==> src/rtl/uart_rx_fifo_if.sv <==
// Receiver-side push signals and host-side pop/status signals of uart_rx_fifo.
interface uart_rx_fifo_if #(parameter int AW = 4);
   logic [7:0]  rx_data_i;
   logic        rx_done_i;
   logic        parity_error_i;
   logic        frame_error_i;
   logic        rd_en;
   logic        fifo_clr;
   logic        ovr_clr;
   logic [1:0]  trig_lvl;
   logic [7:0]  rd_data;
   logic        rd_pe;
   logic        rd_fe;
   logic        empty;
   logic        full;
   logic [AW:0] count;
   logic        overrun;
   logic        trig_int;

   modport master (
      output rx_data_i, rx_done_i, parity_error_i, frame_error_i,
             rd_en, fifo_clr, ovr_clr, trig_lvl,
      input  rd_data, rd_pe, rd_fe, empty, full, count, overrun, trig_int
   );

   modport slave (
      input  rx_data_i, rx_done_i, parity_error_i, frame_error_i,
             rd_en, fifo_clr, ovr_clr, trig_lvl,
      output rd_data, rd_pe, rd_fe, empty, full, count, overrun, trig_int
   );
endinterface

==> src/rtl/uart_rx_fifo.sv <==
// UART receive FIFO storing {frame_err, parity_err, data} per character.
// Define UART_RX_FIFO_DROP_ERR_EN to discard errored frames instead of storing them.
module uart_rx_fifo #(
   parameter int DEPTH = 16,
   parameter int AW    = 4
) (
   input  logic          baud_clk,
   input  logic          reset,
   uart_rx_fifo_if.slave bus
);

   logic [9:0]  mem [DEPTH];
   logic [AW:0] wr_ptr, rd_ptr, wr_next, rd_next;
   logic [AW:0] count_q, count_next;
   logic        done_q;
   logic        push_req, do_push, do_pop, ovr_set;
   logic [9:0]  entry;
   logic [7:0]  rd_data_q;
   logic        rd_pe_q, rd_fe_q;
   logic        empty_q, full_q, overrun_q;
   int unsigned trig_level;

   always_comb begin
      entry    = {bus.frame_error_i, bus.parity_error_i, bus.rx_data_i};
      push_req = bus.rx_done_i & ~done_q;
`ifdef UART_RX_FIFO_DROP_ERR_EN
      push_req = push_req & ~(bus.parity_error_i | bus.frame_error_i);
`endif
      // A pop frees the slot, so a push into a full FIFO is accepted in the same cycle.
      do_pop   = bus.rd_en & ~empty_q & ~bus.fifo_clr;
      do_push  = push_req & (~full_q | do_pop) & ~bus.fifo_clr;
      ovr_set  = push_req & full_q & ~do_pop & ~bus.fifo_clr;

      if (bus.fifo_clr) begin
         wr_next = '0;
         rd_next = '0;
      end else begin
         wr_next = wr_ptr + {{AW{1'b0}}, do_push};
         rd_next = rd_ptr + {{AW{1'b0}}, do_pop};
      end
      count_next = wr_next - rd_next;
   end

   always_comb begin
      trig_level = 32'd1;
      case (bus.trig_lvl)
         2'b00:   trig_level = 32'd1;
         2'b01:   trig_level = 32'd4;
         2'b10:   trig_level = 32'd8;
         default: trig_level = 32'(DEPTH - 2);
      endcase
   end

   always_ff @(posedge baud_clk) begin
      if (reset) begin
         done_q    <= 1'b0;
         wr_ptr    <= '0;
         rd_ptr    <= '0;
         count_q   <= '0;
         empty_q   <= 1'b1;
         full_q    <= 1'b0;
         rd_data_q <= '0;
         rd_pe_q   <= 1'b0;
         rd_fe_q   <= 1'b0;
         overrun_q <= 1'b0;
      end else begin
         done_q  <= bus.rx_done_i;
         wr_ptr  <= wr_next;
         rd_ptr  <= rd_next;
         count_q <= count_next;
         empty_q <= (count_next == '0);
         full_q  <= (count_next == (AW+1)'(DEPTH));
         if (do_pop) begin
            {rd_fe_q, rd_pe_q, rd_data_q} <= mem[rd_ptr[AW-1:0]];
         end
         if (ovr_set) begin
            overrun_q <= 1'b1;
         end else if (bus.ovr_clr) begin
            overrun_q <= 1'b0;
         end
      end
   end

   always_ff @(posedge baud_clk) begin
      if (!reset && do_push) begin
         mem[wr_ptr[AW-1:0]] <= entry;
      end
   end

   assign bus.rd_data  = rd_data_q;
   assign bus.rd_pe    = rd_pe_q;
   assign bus.rd_fe    = rd_fe_q;
   assign bus.empty    = empty_q;
   assign bus.full     = full_q;
   assign bus.count    = count_q;
   assign bus.overrun  = overrun_q;
   assign bus.trig_int = (32'(count_q) >= trig_level);

endmodule
==> src/flat_wrapper.sv <==
// flat-port wrapper written by rule: the top's interface ports become plain ports
module uart_rx_fifo_flat 
#(
   parameter int DEPTH = 16,
   parameter int AW    = 4
)
  (baud_clk, reset, bus_rx_data_i, bus_rx_done_i, bus_parity_error_i, bus_frame_error_i, bus_rd_en, bus_fifo_clr, bus_ovr_clr, bus_trig_lvl, bus_rd_data, bus_rd_pe, bus_rd_fe, bus_empty, bus_full, bus_count, bus_overrun, bus_trig_int);
  uart_rx_fifo_if #(.AW(AW)) bus_i ();
  input  logic baud_clk;
  input  logic reset;
  input wire logic [$bits(bus_i.rx_data_i)-1:0] bus_rx_data_i;
  input wire logic [$bits(bus_i.rx_done_i)-1:0] bus_rx_done_i;
  input wire logic [$bits(bus_i.parity_error_i)-1:0] bus_parity_error_i;
  input wire logic [$bits(bus_i.frame_error_i)-1:0] bus_frame_error_i;
  input wire logic [$bits(bus_i.rd_en)-1:0] bus_rd_en;
  input wire logic [$bits(bus_i.fifo_clr)-1:0] bus_fifo_clr;
  input wire logic [$bits(bus_i.ovr_clr)-1:0] bus_ovr_clr;
  input wire logic [$bits(bus_i.trig_lvl)-1:0] bus_trig_lvl;
  output wire logic [$bits(bus_i.rd_data)-1:0] bus_rd_data;
  output wire logic [$bits(bus_i.rd_pe)-1:0] bus_rd_pe;
  output wire logic [$bits(bus_i.rd_fe)-1:0] bus_rd_fe;
  output wire logic [$bits(bus_i.empty)-1:0] bus_empty;
  output wire logic [$bits(bus_i.full)-1:0] bus_full;
  output wire logic [$bits(bus_i.count)-1:0] bus_count;
  output wire logic [$bits(bus_i.overrun)-1:0] bus_overrun;
  output wire logic [$bits(bus_i.trig_int)-1:0] bus_trig_int;
  assign bus_i.rx_data_i = bus_rx_data_i;
  assign bus_i.rx_done_i = bus_rx_done_i;
  assign bus_i.parity_error_i = bus_parity_error_i;
  assign bus_i.frame_error_i = bus_frame_error_i;
  assign bus_i.rd_en = bus_rd_en;
  assign bus_i.fifo_clr = bus_fifo_clr;
  assign bus_i.ovr_clr = bus_ovr_clr;
  assign bus_i.trig_lvl = bus_trig_lvl;
  assign bus_rd_data = bus_i.rd_data;
  assign bus_rd_pe = bus_i.rd_pe;
  assign bus_rd_fe = bus_i.rd_fe;
  assign bus_empty = bus_i.empty;
  assign bus_full = bus_i.full;
  assign bus_count = bus_i.count;
  assign bus_overrun = bus_i.overrun;
  assign bus_trig_int = bus_i.trig_int;
  uart_rx_fifo #(.DEPTH(DEPTH), .AW(AW)) u_core (.baud_clk(baud_clk), .reset(reset), .bus(bus_i));
endmodule
==> config.mk <==
export PLATFORM = sky130hd
export DESIGN_NAME = uart_rx_fifo_flat
export DESIGN_NICKNAME = d
export VERILOG_FILES = /design/src/rtl/uart_rx_fifo_if.sv /design/src/rtl/uart_rx_fifo.sv /design/src/flat_wrapper.sv
export SDC_FILE = /design/constraint.sdc
export NUM_CORES = 1
export LEC_CHECK = 0
export BUFFER_PORTS_ARGS = -buffer_cell sky130_fd_sc_hd__clkbuf_2
export CAP_MARGIN = 0
export CORE_MARGIN = 2
export CORE_UTILIZATION = 40
export DETAILED_ROUTE_END_ITERATION = 8
export HOLD_SLACK_MARGIN = 0.02
export PLACE_DENSITY_LB_ADDON = 0.1
export SLEW_MARGIN = 15
export SYNTH_ARGS = -nofsm -noshare
export SYNTH_HDL_FRONTEND = slang
export SYNTH_SLANG_ARGS = --single-unit
export TNS_END_PERCENT = 50
==> constraint.sdc <==
create_clock -name baud_clk -period 4.8 [get_ports baud_clk]
set_input_delay 0.96 -clock baud_clk [delete_from_list [all_inputs] [get_ports baud_clk]]
set_output_delay 0.96 -clock baud_clk [all_outputs]
set_load 0.01 [all_outputs]
==> results of run 1 <==
## cells by family (layout without fill, tap and decap cells)
| logic type | after synthesis | after routing | synth area share, % |
|---|---|---|---|
| AOI/OAI and AO/OA | 43 | 43 | 4.418 |
| xor gates and xnor gates | 9 | 9 | 1.066 |
| adders and majority gates | 13 | 13 | 2.302 |
| buffers and inverters | 24 | 88 | 1.727 |
| DFF | 189 | 189 | 72.86 |
| muxes | 40 | 40 | 12.19 |
| and+or+nand+nor | 83 | 83 | 5.434 |
## cell usage in the layout, fill, tap and decap left out, types with 3 or more instances in the layout
master     synthesis  routed
clkinv_1           0       3
xnor2_1            4       4
edfxtp_1         160     160
nand3_1            5       5
and2_1             4       4
dfxtp_1           29      27
a22oi_1           20      20
a21oi_1            5       5
a22o_1            10      10
nand2_1           15      15
nand3b_1           3       3
clkbuf_16          0      17
clkbuf_2           0      36
buf_4              1      16
clkbuf_1           9       5
nor3_1             9       8
xor2_1             5       5
nor2_1            29      29
nand2b_1           8       8
ha_1              12      12
nor2b_1            8       8
bufinv_16          0       3
mux4_2            40      40
inv_1              5       5
## through the flow
step	setup slack [ns]	hold slack, ns	total power (W)	std cells	util [%]
after floorplan	1.713	0.5113	0.001856	401	-
after global placement	1.436	0.4616	0.001894	663	43.70
after detailed placement	1.414	0.4667	0.001896	663	43.70
after CTS	1.784	0.4816	0.003253	694	46.83
after global routing	1.559	0.5052	0.003325	694	46.83
final	1.823	0.4758	0.003219	694	46.83
## per-layer routing
metal / wire length, µm / up-vias / GRT usage (%) / share of wire [%]
li1: - / 1693 / - / -
met1: 6461 / 1886 / 21.90 / 43
met2: 7481 / 92 / 26.57 / 50
met3: 717 / 21 / 2.872 / 4.8
met4: 245 / 0 / 6.316 / 1.6
met5: 0 / - / 0 / 0
## flip-flops by register name, indices dropped and copies added (netlist names)
name,count
u_core.bus.empty,1
u_core.bus.rd_fe,1
u_core.rd_ptr,5
u_core.bus.count,5
u_core.done_q,1
u_core.bus.overrun,1
u_core.bus.full,1
u_core.mem,160
u_core.bus.rd_data,8
u_core.wr_ptr,5
u_core.bus.rd_pe,1
## area by class of cell
class	count	area, µm²
fill	1551	9584
multi-input combinational	188	1883
tap	229	286.5
timing repair buffer	52	300.3
sequential	189	5388
inverter	5	18.77
clock inverter	9	120.1
clock buffer	22	444.2
## worst paths after layout
| check | from | to | cells past startpoint |
|---|---|---|---|
| hold reg to reg | u_core.bus.rd_data[6]$_SDFFE_PP0P_ | u_core.bus.rd_data[6]$_SDFFE_PP0P_ | 1 |
| setup / recovery | bus_trig_lvl[0] | bus_trig_int | 9 |
| setup reg to reg | u_core.bus.empty$_SDFF_PP1_ | u_core.bus.empty$_SDFF_PP1_ | 11 |
| hold / removal | u_core.bus.rd_data[6]$_SDFFE_PP0P_ | u_core.bus.rd_data[6]$_SDFFE_PP0P_ | 1 |
## cell usage after synthesis (2+ instances only)
cell type	number
edfxtp_1	160
mux4_2	40
dfxtp_1	29
nor2_1	29
a22oi_1	20
nand2_1	15
ha_1	12
a22o_1	10
clkbuf_1	9
nor3_1	9
nand2b_1	8
nor2b_1	8
a21oi_1	5
inv_1	5
nand3_1	5
xor2_1	5
and2_1	4
buf_6	4
xnor2_1	4
buf_2	3
nand3b_1	3
buf_1	2
o21a_1	2
o21ai_1	2
## where the power goes
group	internal (W)	switching, W
logic	0.0000238	0.0000478
clock network	0.000810	0.000550
registers	0.00178	0.00000336
## worst register-to-register path: stages, from the launching register on
cell and delay [ns]:
dfxtp_1 0.31, nand2b_1 0.19, nor2_1 0.24, ha_1 0.23
ha_1 0.19, xor2_1 0.16, nand2b_1 0.09, ha_1 0.35
a21oi_1 0.13, o21ai_1 0.09, xor2_1 0.16, o41ai_1 0.35
==> impl_metrics.env, run 1 <==
export IMPL_outcome="complete, no violations"
export IMPL_die_w_um=139.9
export IMPL_cts_resized_gates=0
export IMPL_place_port_buffers=36
export IMPL_clk_latency_ns=0.42
export IMPL_rsz0062_at_grt="no"
export IMPL_initial_core_util_pct=41.00
export IMPL_critPathCaptureType="output pin"
export IMPL_synth_edff_count=160
export IMPL_cts_buffers_inserted=17
export IMPL_vias_per_cell=5.320
export IMPL_worst_pin_slew_ns=1.070
export IMPL_cts_tree="done"
export IMPL_grt_usage_pct=16.25
export IMPL_cts_setup_buffers=0
export IMPL_final_area_um2=8441
export IMPL_r2r_setup_slack_ns=2.20
export IMPL_start_kind="input port"
export IMPL_grt_pass1_wl_um=23140
export IMPL_die_h_um=139.9
export IMPL_syn_inst=401
export IMPL_path_cells="clkbuf_2 > nor2_1 > ha_1 > nand2b_1 > a21oi_1 > nor2b_1 > o21ai_1 > nand2_1 > clkbuf_2"
export IMPL_slew_viol_final=0
export IMPL_grt_overflow=0
export IMPL_p_leak_nw=2.816
export IMPL_core_um2=18020
export IMPL_cts_clk_slew_worst_paths_ns=0.06
export IMPL_path_delay_family="simple AND/OR/NAND/NOR gates"
export IMPL_synth_ff_type="edfxtp_1"
export IMPL_fmax_mhz=335.9
export IMPL_cts_root_buf="clkbuf_16"
export IMPL_hold_viol_final=0
export IMPL_crit_fanout=3
export IMPL_ant_nets=0
export IMPL_synth_top_area_share_pct=65.01
export IMPL_cts_buffer_depth=2
export IMPL_routed_wl_um=14910
export IMPL_holdCritPathClass="flip-flop to flip-flop"
export IMPL_fin_crit_sh_pct=62.02
export IMPL_synthArstFlopShare_pct=0
export IMPL_synth_top_area_cell="edfxtp_1"
export IMPL_wl_per_cell_um=21.48
export IMPL_n_antenna_cell=0
export IMPL_maxCapViolCount=0
export IMPL_area_delta_synth_final_pct=14.20
export IMPL_drive_gt1_share_pct=25.81
export IMPL_maxSlewHeadroom_pct=28.43
export IMPL_dieArea_um2=19580
export IMPL_htreeDepth=4
export IMPL_arrival_ns=2.02
export IMPL_setup_tns_ns=0
export IMPL_slowest_delay_ns=0.22
export IMPL_synth_seq_cells=189
export IMPL_seq_area_frac_synth_pct=72.86
export IMPL_cp_num_buf_inv=2
export IMPL_grt_pass1_vias=3930
export IMPL_hpwl_um=9240
export IMPL_critPathRequiredTime_ns=3.84
export IMPL_irDropWorstVdd_mv=0.2460
export IMPL_cts_sinks=189
export IMPL_drc_errors=0
export IMPL_drt_iter0_markers=252
export IMPL_p_per_area_nw_per_um2=381.3
export IMPL_vias=3692
export IMPL_num_rows=49
export IMPL_synth_nets=432
export IMPL_synth_cell_type_count=32
export IMPL_setup_viol=0
export IMPL_path_common_cell="clkbuf_2"
export IMPL_dpl_instance_area_um2=7876
export IMPL_crit_type="input port to output pin"
export IMPL_cts_hold_buf=0
export IMPL_skew_ns=0.007281
export IMPL_period_minus_slack_ns=2.977
export IMPL_netlist_area_um2=7391
export IMPL_first_pass_iters=4
export IMPL_gp_congestion=0.7776
export IMPL_grt_max_degree=42
export IMPL_cpMaxStageDelayCell="ha_1"
export IMPL_synth_warnings=0
export IMPL_synthTopCellsByArea="edfxtp_1, mux4_2, dfxtp_1"
export IMPL_antenna_found_initial=0
export IMPL_synth_avg_cell_area_um2=18.43
export IMPL_fin_nets=484
export IMPL_io_pins=37
No activity file was read; power rests on OpenSTA's default activity.
==> inputs of run 2 (changes only) <==
==> constraint.sdc (replaced) <==
create_clock -name baud_clk -period 2.7 [get_ports baud_clk]
set_input_delay 0.54 -clock baud_clk [delete_from_list [all_inputs] [get_ports baud_clk]]
set_output_delay 0.54 -clock baud_clk [all_outputs]
set_load 0.01 [all_outputs]
==> run 2 against run 1 <==
  * Hold slack got worse by 0.12 ns
  * Power rose by 77%
  * Flip-flop and latch count did not move
  * Sequential power rose by 78%
  * Cell count rose by 3.3%
  * Register-to-register slack got worse by 2.0 ns
==> impl_metrics.env, run 2 (synthesis gave the netlist of run 1 again) <==
export IMPL_fmax_mhz=401.4
export IMPL_antenna_found_initial=0
export IMPL_cts_clk_slew_worst_paths_ns=0.07
export IMPL_drt_iter0_markers=299
export IMPL_routed_wl_um=15310
export IMPL_outcome="complete, no violations"
export IMPL_finalPower_w=0.005690
export IMPL_skew_ns=0.01055
export IMPL_gp_congestion=0.7894
export IMPL_comb_power_share_pct=2.4
export IMPL_core_um2=18020
export IMPL_place_port_buffers=36
export IMPL_most_common_layout_cells="edfxtp_1, mux4_2, buf_4"
export IMPL_initial_core_util_pct=41.00
export IMPL_p_leak_nw=2.935
export IMPL_cts_root_buf="clkbuf_16"
export IMPL_vias=3788
export IMPL_clk_latency_ns=0.42
export IMPL_grt_pass1_vias=3896
export IMPL_largest_reg_flops=160
export IMPL_io_pins=37
export IMPL_cts_tree="done"
export IMPL_p_switching_w=0.001115
export IMPL_hp_start="bus_rx_done_i"
export IMPL_min_path_cells=2
export IMPL_maxSlewHeadroom_pct=63.57
export IMPL_fin_crit_sh_pct=92.27
export IMPL_critPathRequiredTime_ns=3.03
export IMPL_grt_pass1_wl_um=23520
export IMPL_cts_setup_buffers=0
export IMPL_first_pass_iters=4
export IMPL_period_minus_slack_ns=2.491
export IMPL_rsz0062_at_grt="no"
export IMPL_cts_buffer_depth=2
export IMPL_crit_type="flip-flop to flip-flop"
export IMPL_die_w_um=139.9
export IMPL_vias_per_cell=5.283
export IMPL_fillers=1520
export IMPL_grt_overflow=0
export IMPL_area_delta_synth_final_pct=16.78
export IMPL_slew_viol_final=0
export IMPL_setup_viol=0
export IMPL_hold_end="u_core.done_q$_SDFF_PP0_"
export IMPL_n_antenna_cell=0
export IMPL_wl_per_cell_um=21.35
export IMPL_maxCapViolCount=0
export IMPL_hpwl_um=10190
export IMPL_setup_tns_ns=0
export IMPL_multi_input_area_um2=1913
export IMPL_dpl_instance_area_um2=8041
export IMPL_final_common_cell="edfxtp_1"
export IMPL_cts_sinks=189
export IMPL_post_place_ws_ns=-0.1410
export IMPL_final_area_um2=8631
export IMPL_hold_viol_final=0
export IMPL_seqPwrFrac_pct=55.8
export IMPL_layout_setup_ws_ns=0.2087
export IMPL_fin_nets=506
export IMPL_r2r_setup_slack_ns=0.21
export IMPL_r2r_start="u_core.bus.empty$_SDFF_PP1_"
export IMPL_final_core_util_pct=47.88
export IMPL_arrival_ns=2.82
export IMPL_ff2ff_path_depth=10
export IMPL_irDropWorstVdd_mv=0.4533
export IMPL_cts_buffers_inserted=17
export IMPL_dieArea_um2=19580
export IMPL_grt_max_degree=27
export IMPL_grt_usage_pct=16.47
export IMPL_p_per_area_nw_per_um2=659.3
export IMPL_worst_pin_slew_ns=0.5465
export IMPL_crit_fanout=3
export IMPL_holdCritPathClass="input port to flip-flop"
export IMPL_p_sw_share_pct=19.59
export IMPL_die_h_um=139.9
export IMPL_drc_errors=0
export IMPL_num_rows=49
export IMPL_htreeDepth=4
export IMPL_p_int_w=0.004575
export IMPL_drive_gt1_share_pct=31.15
export IMPL_critPathCaptureType="flip-flop"
export IMPL_clkPwrFrac_pct=41.8
export IMPL_timing_rr_end="u_core.bus.empty$_SDFF_PP1_"
export IMPL_ant_nets=0
export IMPL_regArea_um2=5388
export IMPL_cts_hold_buf=0
export IMPL_start_kind="flip-flop"
run 2: cell count changes in the layout (fill, tap and decap cells not counted), sizes merged:
| cell | previous run | this run |
|---|---|---|
| clkinvlp | 0 | 2 |
| clkinv | 6 | 8 |
| buf | 16 | 38 |
| clkbuf | 58 | 56 |
| bufinv | 3 | 2 |
run 2: routing by layer:
| layer | vias to the layer above | share of wire [%] | global-route usage, % |
|---|---|---|---|
| li1 | 1738 | - | - |
| met1 | 1941 | 45 | 22.93 |
| met2 | 99 | 49 | 26.34 |
| met3 | 10 | 4.7 | 3.795 |
| met4 | 0 | 0.88 | 4.579 |
| met5 | - | 0 | 0 |
run 2: what timing repair did:
item                                    CTS  global route
gates resized for setup                   0             4
endpoints found under the setup margin    0             1
endpoints found under the hold margin     0             0
run 2: how the worst max path moves through the flow:
| stage | endpoint | from | slack, ns | cells past startpoint |
|---|---|---|---|---|
| after floorplan | u_core.bus.full$_SDFF_PP0_ | bus_fifo_clr | 0.03 | 13 |
| after detailed placement | u_core.bus.empty$_SDFF_PP1_ | bus_fifo_clr | -0.14 | 12 |
| final | u_core.bus.empty$_SDFF_PP1_ | u_core.bus.empty$_SDFF_PP1_ | 0.21 | 10 |
| after global placement | u_core.bus.empty$_SDFF_PP1_ | bus_fifo_clr | -0.01 | 13 |
| after CTS | u_core.bus.empty$_SDFF_PP1_ | u_core.bus.empty$_SDFF_PP1_ | 0.13 | 11 |
| after global routing | u_core.bus.empty$_SDFF_PP1_ | u_core.bus.empty$_SDFF_PP1_ | 0.02 | 10 |
run 2: power groups by stage:
| stage | Clock [W] | Sequential [W] | Combinational [W] |
|---|---|---|---|
| after global placement | 0 | 0.00324 | 0.000134 |
| after CTS | 0.00243 | 0.00318 | 0.000139 |
| final | 0.00238 | 0.00318 | 0.000137 |
| after global routing | 0.00256 | 0.00318 | 0.000154 |
| after floorplan | 0 | 0.00324 | 0.0000580 |
| after detailed placement | 0 | 0.00324 | 0.000139 |
run 2: cell type report:
| class | count | share of cell area [%] |
|---|---|---|
| Clock buffer | 20 | 5.059 |
| Clock inverter | 12 | 1.421 |
| Timing Repair Buffer | 74 | 5.393 |
| Tap cell | 229 | 3.320 |
| Inverter | 5 | 0.2175 |
| Sequential cell | 189 | 62.42 |
| Multi-Input combinational cell | 188 | 22.17 |
run 2: critical path, cell delays in order (launching register included):
cell	delay (ns)
dfxtp_1	0.31
nand2b_1	0.18
a21oi_1	0.19
ha_1	0.25
nand2b_1	0.10
ha_1	0.17
inv_1	0.06
fa_1	0.46
xnor2_1	0.23
nand3b_1	0.15
o41ai_2	0.31
run 2: through the flow:
step                hold slack [ns]  cells
detailed placement           0.4693    685
floorplan                    0.5113    401
finish                       0.3573    717
CTS                          0.3395    717
global route                 0.3507    717
global placement             0.4565    685
